--- src/rtl/spi_slave_rx_tx.sv ---
// Purpose : SPI mode-0 slave; deserialises Mosi into words and serialises host words onto Miso.
// Latency : 3 Clk edges from any pin edge to its registered effect; RxValid 3 Clk after the last Sclk rise.
// Backpr. : single holding register; TxWr ignored while TxFull=1, empty slot at load sends zeros + TxUnderrun.
//
// Ports:
//   Clk, Rst_n        system clock (rising edge), asynchronous active-low reset
//   Sclk, Cs_n, Mosi  SPI pins from the master, asynchronous to Clk
//   Miso              registered slave-out bit, 0 while Cs_n is high
//   TxData, TxWr      host word and one-cycle write strobe into the holding register
//   TxFull            holding register occupied
//   RxData, RxValid   last received word (MSB first on wire) and its one-cycle update pulse
//   TxUnderrun        one-cycle pulse: shifter loaded while the holding register was empty
//   FrameErr          one-cycle pulse: Cs_n rose part-way through a word
module spi_slave_rx_tx #(
    parameter int SIZE = 8
) (
    input  logic            Clk,
    input  logic            Rst_n,
    input  logic            Sclk,
    input  logic            Cs_n,
    input  logic            Mosi,
    output logic            Miso,
    input  logic [SIZE-1:0] TxData,
    input  logic            TxWr,
    output logic            TxFull,
    output logic [SIZE-1:0] RxData,
    output logic            RxValid,
    output logic            TxUnderrun,
    output logic            FrameErr
);

    localparam int CNT_W = $clog2(SIZE);
    localparam logic [CNT_W-1:0] LAST_BIT = CNT_W'(SIZE - 1);

    // IDLE: Cs_n high or no frame started yet.
    // SHIFT: inside a word, Sclk falls shift the tx word.
    // RELOAD: the last rise completed a word, so the next fall reloads instead of shifting.
    typedef enum logic [1:0] {
        ST_IDLE   = 2'd0,
        ST_SHIFT  = 2'd1,
        ST_RELOAD = 2'd2
    } state_t;

    state_t state, state_next;

    // Synchronisers plus one extra stage on Sclk / Cs_n for edge detection
    logic sclk_s1, sclk_s2, sclk_s3;
    logic cs_s1, cs_s2, cs_s3;
    logic mosi_s1, mosi_s2;

    logic sclk_rise, sclk_fall, cs_fall;

    // Datapath state
    logic [CNT_W-1:0] bit_cnt;
    logic [SIZE-2:0]  rx_shift;   // bits received so far in the current word
    logic [SIZE-2:0]  tx_rest;    // tx bits not yet presented; Miso itself holds the current MSB
    logic [SIZE-1:0]  hold_dat;
    logic             hold_full;

    // Control decoded by the FSM
    logic do_load, do_shift, do_sample, word_done, frame_abort, frame_start;

    logic [SIZE-1:0] load_word;
    logic [SIZE-1:0] rx_word_next;
    logic [SIZE-1:0] tx_next;

    always_ff @(posedge Clk or negedge Rst_n) begin
        if (!Rst_n) begin
            sclk_s1 <= 1'b0;
            sclk_s2 <= 1'b0;
            sclk_s3 <= 1'b0;
            cs_s1   <= 1'b1;
            cs_s2   <= 1'b1;
            cs_s3   <= 1'b1;
            mosi_s1 <= 1'b0;
            mosi_s2 <= 1'b0;
        end else begin
            sclk_s1 <= Sclk;
            sclk_s2 <= sclk_s1;
            sclk_s3 <= sclk_s2;
            cs_s1   <= Cs_n;
            cs_s2   <= cs_s1;
            cs_s3   <= cs_s2;
            mosi_s1 <= Mosi;
            mosi_s2 <= mosi_s1;
        end
    end

    assign sclk_rise = sclk_s2 & ~sclk_s3;
    assign sclk_fall = ~sclk_s2 & sclk_s3;
    assign cs_fall   = ~cs_s2 & cs_s3;

    // An empty holding register sends an all-zero word
    assign load_word    = hold_full ? hold_dat : '0;
    assign rx_word_next = {rx_shift, mosi_s2};
    assign tx_next      = {tx_rest, 1'b0};

    always_ff @(posedge Clk or negedge Rst_n) begin
        if (!Rst_n) begin
            state <= ST_IDLE;
        end else begin
            state <= state_next;
        end
    end

    always_comb begin
        state_next  = state;
        do_load     = 1'b0;
        do_shift    = 1'b0;
        do_sample   = 1'b0;
        word_done   = 1'b0;
        frame_abort = 1'b0;
        frame_start = 1'b0;
        case (state)
            ST_IDLE: begin
                // A coincident Sclk rise is deliberately dropped: frame start wins.
                if (cs_fall) begin
                    frame_start = 1'b1;
                    do_load     = 1'b1;
                    state_next  = ST_SHIFT;
                end
            end
            ST_SHIFT, ST_RELOAD: begin
                if (cs_s2) begin
                    // Only reachable on the synced Cs_n rise; a non-zero count means a partial word.
                    state_next  = ST_IDLE;
                    frame_abort = (bit_cnt != '0);
                end else if (sclk_rise) begin
                    do_sample = 1'b1;
                    if (bit_cnt == LAST_BIT) begin
                        word_done  = 1'b1;
                        state_next = ST_RELOAD;
                    end
                end else if (sclk_fall) begin
                    if (state == ST_RELOAD) begin
                        do_load    = 1'b1;
                        state_next = ST_SHIFT;
                    end else begin
                        do_shift = 1'b1;
                    end
                end
            end
            default: state_next = ST_IDLE;
        endcase
    end

    always_ff @(posedge Clk or negedge Rst_n) begin
        if (!Rst_n) begin
            Miso       <= 1'b0;
            tx_rest    <= '0;
            rx_shift   <= '0;
            bit_cnt    <= '0;
            RxData     <= '0;
            RxValid    <= 1'b0;
            TxUnderrun <= 1'b0;
            FrameErr   <= 1'b0;
            hold_dat   <= '0;
            hold_full  <= 1'b0;
        end else begin
            RxValid    <= 1'b0;
            TxUnderrun <= 1'b0;
            FrameErr   <= frame_abort;

            // Transmit side
            if (do_load) begin
                Miso       <= load_word[SIZE-1];
                tx_rest    <= load_word[SIZE-2:0];
                TxUnderrun <= ~hold_full;
            end else if (do_shift) begin
                Miso    <= tx_next[SIZE-1];
                tx_rest <= tx_next[SIZE-2:0];
            end else if (state_next == ST_IDLE) begin
                Miso <= 1'b0;
            end

            // Receive side and bit counter
            if (frame_start || frame_abort) begin
                bit_cnt <= '0;
            end else if (do_sample) begin
                rx_shift <= rx_word_next[SIZE-2:0];
                if (word_done) begin
                    RxData  <= rx_word_next;
                    RxValid <= 1'b1;
                    bit_cnt <= '0;
                end else begin
                    bit_cnt <= bit_cnt + 1'b1;
                end
            end

            // Holding register: a load in the same cycle frees the slot for a new write
            if (do_load) begin
                hold_full <= 1'b0;
            end
            if (TxWr && (!hold_full || do_load)) begin
                hold_dat  <= TxData;
                hold_full <= 1'b1;
            end
        end
    end

    assign TxFull = hold_full;

endmodule

--- config.mk ---
export PLATFORM = sky130hd
export DESIGN_NAME = spi_slave_rx_tx
export DESIGN_NICKNAME = d
export VERILOG_FILES = /design/src/rtl/spi_slave_rx_tx.sv
export SDC_FILE = /design/constraint.sdc
export NUM_CORES = 1
export LEC_CHECK = 0
export ABC_AREA = 0
export BUFFER_PORTS_ARGS = -buffer_cell sky130_fd_sc_hd__buf_2
export CORE_UTILIZATION = 35
export CTS_CLUSTER_SIZE = 8
export DETAILED_ROUTE_END_ITERATION = 8
export PLACE_DENSITY_LB_ADDON = 0.2
export SLEW_MARGIN = 30
export SYNTH_ARGS = -nofsm -noshare
export SYNTH_HDL_FRONTEND = slang
export SYNTH_SLANG_ARGS = --single-unit
--- constraint.sdc ---
create_clock -name Clk -period 4.5 [get_ports Clk]
set_clock_uncertainty 0.1 [all_clocks]
set_input_delay 0.225 -clock Clk [delete_from_list [all_inputs] [get_ports Clk]]
set_output_delay 0.225 -clock Clk [all_outputs]
set_load 0.02 [all_outputs]
# Yosys cells after proc, flatten, opt, wreduce, memory -nomap -nowiden

Cells that the tools add are included.

Flip-flop bits (word level): 48
Input port bits: 14

$add $sub $neg: 1
Equality and inequality tests: 3
Muxes and demuxes: 43
Bitwise operators: 8
Reductions and logical operators: 14

Operator list:

| cell                | number |
|---|---|
| $mux 1              | 29 |
| $mux 7              | 2 |
| $mux 2              | 6 |
| $mux 3              | 3 |
| $mux 8              | 1 |
| $reduce_bool 2->1   | 3 |
| $reduce_bool 3->1   | 2 |
| $not 1->1           | 5 |
| $logic_not 2->1     | 2 |
| $pmux 2 s2          | 1 |
| $add 3x1->3 const B | 1 |
| $and 1x1->1         | 3 |
| $eq 3x3->1 const B  | 1 |
| $reduce_and 3->1    | 1 |
| $eq 2x1->1 const B  | 1 |
| $eq 2x2->1 const B  | 1 |
| $logic_or 1x1->1    | 2 |
| $pmux 1 s2          | 1 |
| $reduce_and 2->1    | 1 |
| $reduce_or 2->1     | 1 |
| $logic_and 1x1->1   | 1 |
| $logic_not 1->1     | 1 |

# Logic depth before layout (Yosys ltp)

Word-level depth: 10
Gate-level depth with buffers: 8
Depth with buffers taken out: 7

# Least setup slack after synthesis

OpenSTA, ideal clock, no wires.

Path type: register to register
Start: register state[1]
End: register hold_dat[0]
Setup time: 125 ps
Arrival time: 1,810 ps
Path slack: 2,466 ps
Stages on the path, launching flop included: 8
Path buffers: 0
Period minus slack after synthesis: 2,034 ps
Path through: dfrtp_1 -> inv_1 -> ha_1 -> and4bb_2 -> a21oi_2 -> nor2_2 -> o21ai_4 -> mux2_2

Word-level cells in the longest chain between the ends: 8

RTL lines:

| element                | line     | source |
|---|---|---|
| start, declared        | 44       | `state_t state, state_next;` |
| start signal, assigned | 102      | `state <= state_next;` |
| $eq 2x2->1             | 114, 135 |  |
| $mux 1                 | 135      | `if (state == ST_RELOAD) begin` |
| $mux 1                 | 134      | `end else if (sclk_fall) begin` |
| $mux 1                 | 128      | `end else if (sclk_rise) begin` |
| $mux 1                 | 124      | `if (cs_s2) begin` |
| $pmux 1 s2 (*)         | 114      | `case (state)` |
| $logic_or 1x1->1 (*)   | 194      | `if (TxWr && (!hold_full \|\| do_load)) begin` |
| $logic_and 1x1->1 (*)  | 194      |  |
| end signal, assigned   | 195      | `hold_dat <= TxData;` |
| end, declared          | 57       | `logic [SIZE-1:0] hold_dat;` |

Every way passes the cells marked *; elsewhere a longest branch is shown, timed or not.
A chain may end at the register's enable or synchronous reset.

# Worst setup path after layout

Start: register state[1]
End: register hold_dat[7]

Same word-level chain as after synthesis.

==> flow_summary_export.csv <==
group,metric,value,unit
drt,viasPerCell,4.733,
drt,drc,0,
global_routing,grt_pass1_wl,6520,um
clock_tree,clk_latency,290,ps
clock_tree,cts_buffers,5,
critical_path,crit_start,"state[1]",
global_routing,antenna_found_initial,0,
die,start_util,37.21,%
drt,drt_iter0_markers,80,
die,row_count,27,
pwr,pwr-share-clk,21.7,%
drt,via_count,1292,
drt,firstDrtPassIters,4,
clock_tree,clockRootBuffer,"clkbuf_8",
critical_path,cp.arrival,2470,ps
place,dp_hpwl,2616,um
die,die_h,79.68,um
pwr,vdd_drop_max,0.1976,mV
timing,post-route-min-period,2388,ps
critical_path,path_max_fanout,12,
timing,grt_setup_unrepaired,"no",
finish,mostFrequentLayoutCell,"dfrtp_1",
clock_tree,path_clk_slew,80,ps
critical_path,cp_num_buf_inv,1,
die,die_w,79.68,um
clock_tree,h-tree-depth,2,
pwr,switching_power,0.3406,mW
yosys,async_flop_share,100.0,%
timing,slew_viol_final,0,
place,gp_congestion,0.8123,
critical_path,path_cells,"inv_1 > ha_1 > and4bb_2 > a21oi_2 > nor2_2 > o21ai_4 > mux2_1",
finish,n_antenna_cell,0,
yosys,ys_ff_latch,48,
yosys,avgSynthCellArea,12.57,sq um
pwr,p_seq_share,54.2,%
drt,wl_per_cell,13.44,um
critical_path,critPathRequiredTime,4580,ps
clock_tree,cts_setup_buffers,0,
pwr,power,1.108,mW
clock_tree,clockBufferDepth,2,
yosys,synthTopCellsByArea,"dfrtp_1 53%, mux2_4 5.7%, nand2_1 4.4%",
timing,tns,0,ps
global_routing,overflow,0,
pwr,internal_power,0.7678,mW
timing,setup_viol,0,
global_routing,grt_pass1_vias,1374,
clock_tree,postCtsHoldBufs,4,
critical_path,r2r_end,"hold_dat[7]",
yosys,syn_area,0.002112,sq mm
run,max-cap-violations,0,
critical_path,path_depth,7,
critical_path,end_kind,"register",
timing,relSlewSlack,60.52,%
run_status,status,"completed",
finish,final_cell_mix,"45 x dfrtp_1, 25 x nand2_1, 25 x buf_2, 8 x o21ai_0, 8 x mux2_4",
critical_path,crit_family,"simple AND/OR/NAND/NOR gates",
pwr,pwr-share-comb,24.1,%
place,post-place-ws,2117,ps
yosys,ys.flop_type,"dfrtp_1",
timing,worst_slack,2112,ps
timing,finalCritPeriodShare,53.07,%
critical_path,ff2ff_path_depth,7,
die,design.core.area,0.005675,sq mm
timing,finalHoldViolCount,0,
global_routing,track_usage,13.40,%
pwr,switching_share,30.73,%
place,io_buffers,26,
clock_tree,cts.sinks,48,
yosys,synth_top_area_share,53.32,%
yosys,yosysWarnings,0,
timing,worst_pin_slew,592.2,ps
worst_hold_path,hold_path_class,"input pin to register",
die,dieArea,0.006349,sq mm
yosys,synth_largest_area_cell,"dfrtp_1",
critical_path,cpPeakStageDelay,460,ps
drt,routed_wl,3668,um
critical_path,start_kind,"register",
pwr,p_leak,1.227,nW
pwr,p_per_area,456.2,mW/mm^2
clock_tree,cts_resized,0,
drt,ant_nets,0,
critical_path,endpoint,"hold_dat[7]",
die,ios,27,
finish,final_nets,222,
critical_path,r2r-start,"state[1]",
finish,area_delta_synth_final,15.05,%
yosys,netlist_instances,168,
critical_path,r2r_slack,2110,ps
finish,drive_gt1_share,30.35,%
yosys,synth.distinct_cells,40,
critical_path,crit_path_top_delay_cell,"nor2_2",
clock_tree,cts_tree,"done",
yosys,ys_seq_area_share,57.05,%
global_routing,grt_max_degree,49,
yosys,synth_edf_count,0,
critical_path,path_class,"register to register",
yosys,synth_fp_nets,189,
timing,fmaxAchievable,418.8,MHz
## per-layer routing
layer	routed length [um]	part of all wire (%)	track usage, %	vias to the layer above
li1	-	-	-	635
met1	1743	48	17.99	631
met2	1734	47	20.68	21
met3	137	3.7	3.543	5
met4	52	1.4	4.909	0
met5	0	0	0	-
## area by class of cell
| cell class | count | area (sq um) |
|---|---|---|
| clock buffer | 6 | 72.57 |
| clock inverter | 1 | 5.005 |
| fill | 533 | 3246 |
| inverter | 7 | 26.28 |
| multi-input combinational | 109 | 858.3 |
| sequential | 48 | 1205 |
| tap | 72 | 90.09 |
| timing repair buffer | 30 | 172.7 |
## worst register-to-register path: stages, from the launching register on
cell	delay, ps
dfrtp_1	430
inv_1	90
ha_1	330
and4bb_2	270
a21oi_2	80
nor2_2	460
o21ai_4	180
mux2_1	340
## synthesized netlist by cell type (4+ instances only)
master / count
ha_1: 7
and2_1: 4
nand2_1: 25
mux2_4: 8
mux2i_1: 7
nand2b_1: 4
dfrtp_1: 45
mux2_2: 7
o21ai_0: 8
nor2_1: 5
inv_1: 7
a21oi_1: 4
## flip-flops by register name, summed over array words and instances, names as in the netlist, 2 cells and up
signal and flops:
RxData 8, rx_shift 7, tx_rest 7, state 2, bit_cnt 3, hold_dat 8
## stage by stage
stage | std cells | utilization, % | area, sq um | hold slack (ps)
after floorplan | 168 | - | 2112 | -170.6
after global placement | 262 | 40.70 | 2310 | 235.7
after detailed placement | 262 | 40.74 | 2312 | 177.0
after CTS | 273 | 42.81 | 2430 | 31.66
after global routing | 273 | 42.81 | 2430 | 45.75
final | 273 | 42.81 | 2430 | 48.04
## power by group through the flow
stage	sequential [mW]	combinational [mW]	clock (mW)
finish	0.601	0.267	0.240
global route	0.616	0.304	0.267
CTS	0.601	0.272	0.251
detailed placement	0.610	0.268	0
global placement	0.604	0.256	0
floorplan	0.591	0.212	0
## cell families after synthesis
group | synth area share, %
compound gates | 7.643
buf+inv | 2.311
flops | 57.05
mux | 13.27
fa+ha+maj | 4.147
simple gates | 15.58
## worst min path at each step
stage                     slack (ps)          end  startpoint  depth (start not counted)
final                             50  hold_dat[7]   TxData[7]                          2
after global routing              50  hold_dat[3]   TxData[3]                          2
after CTS                         30  hold_dat[7]   TxData[7]                          2
after detailed placement         180   bit_cnt[0]       Rst_n                          1
after global placement           240      mosi_s1        Mosi                          1
after floorplan                 -170     FrameErr       Rst_n                          0
Power figures use the tool's default switching activity.
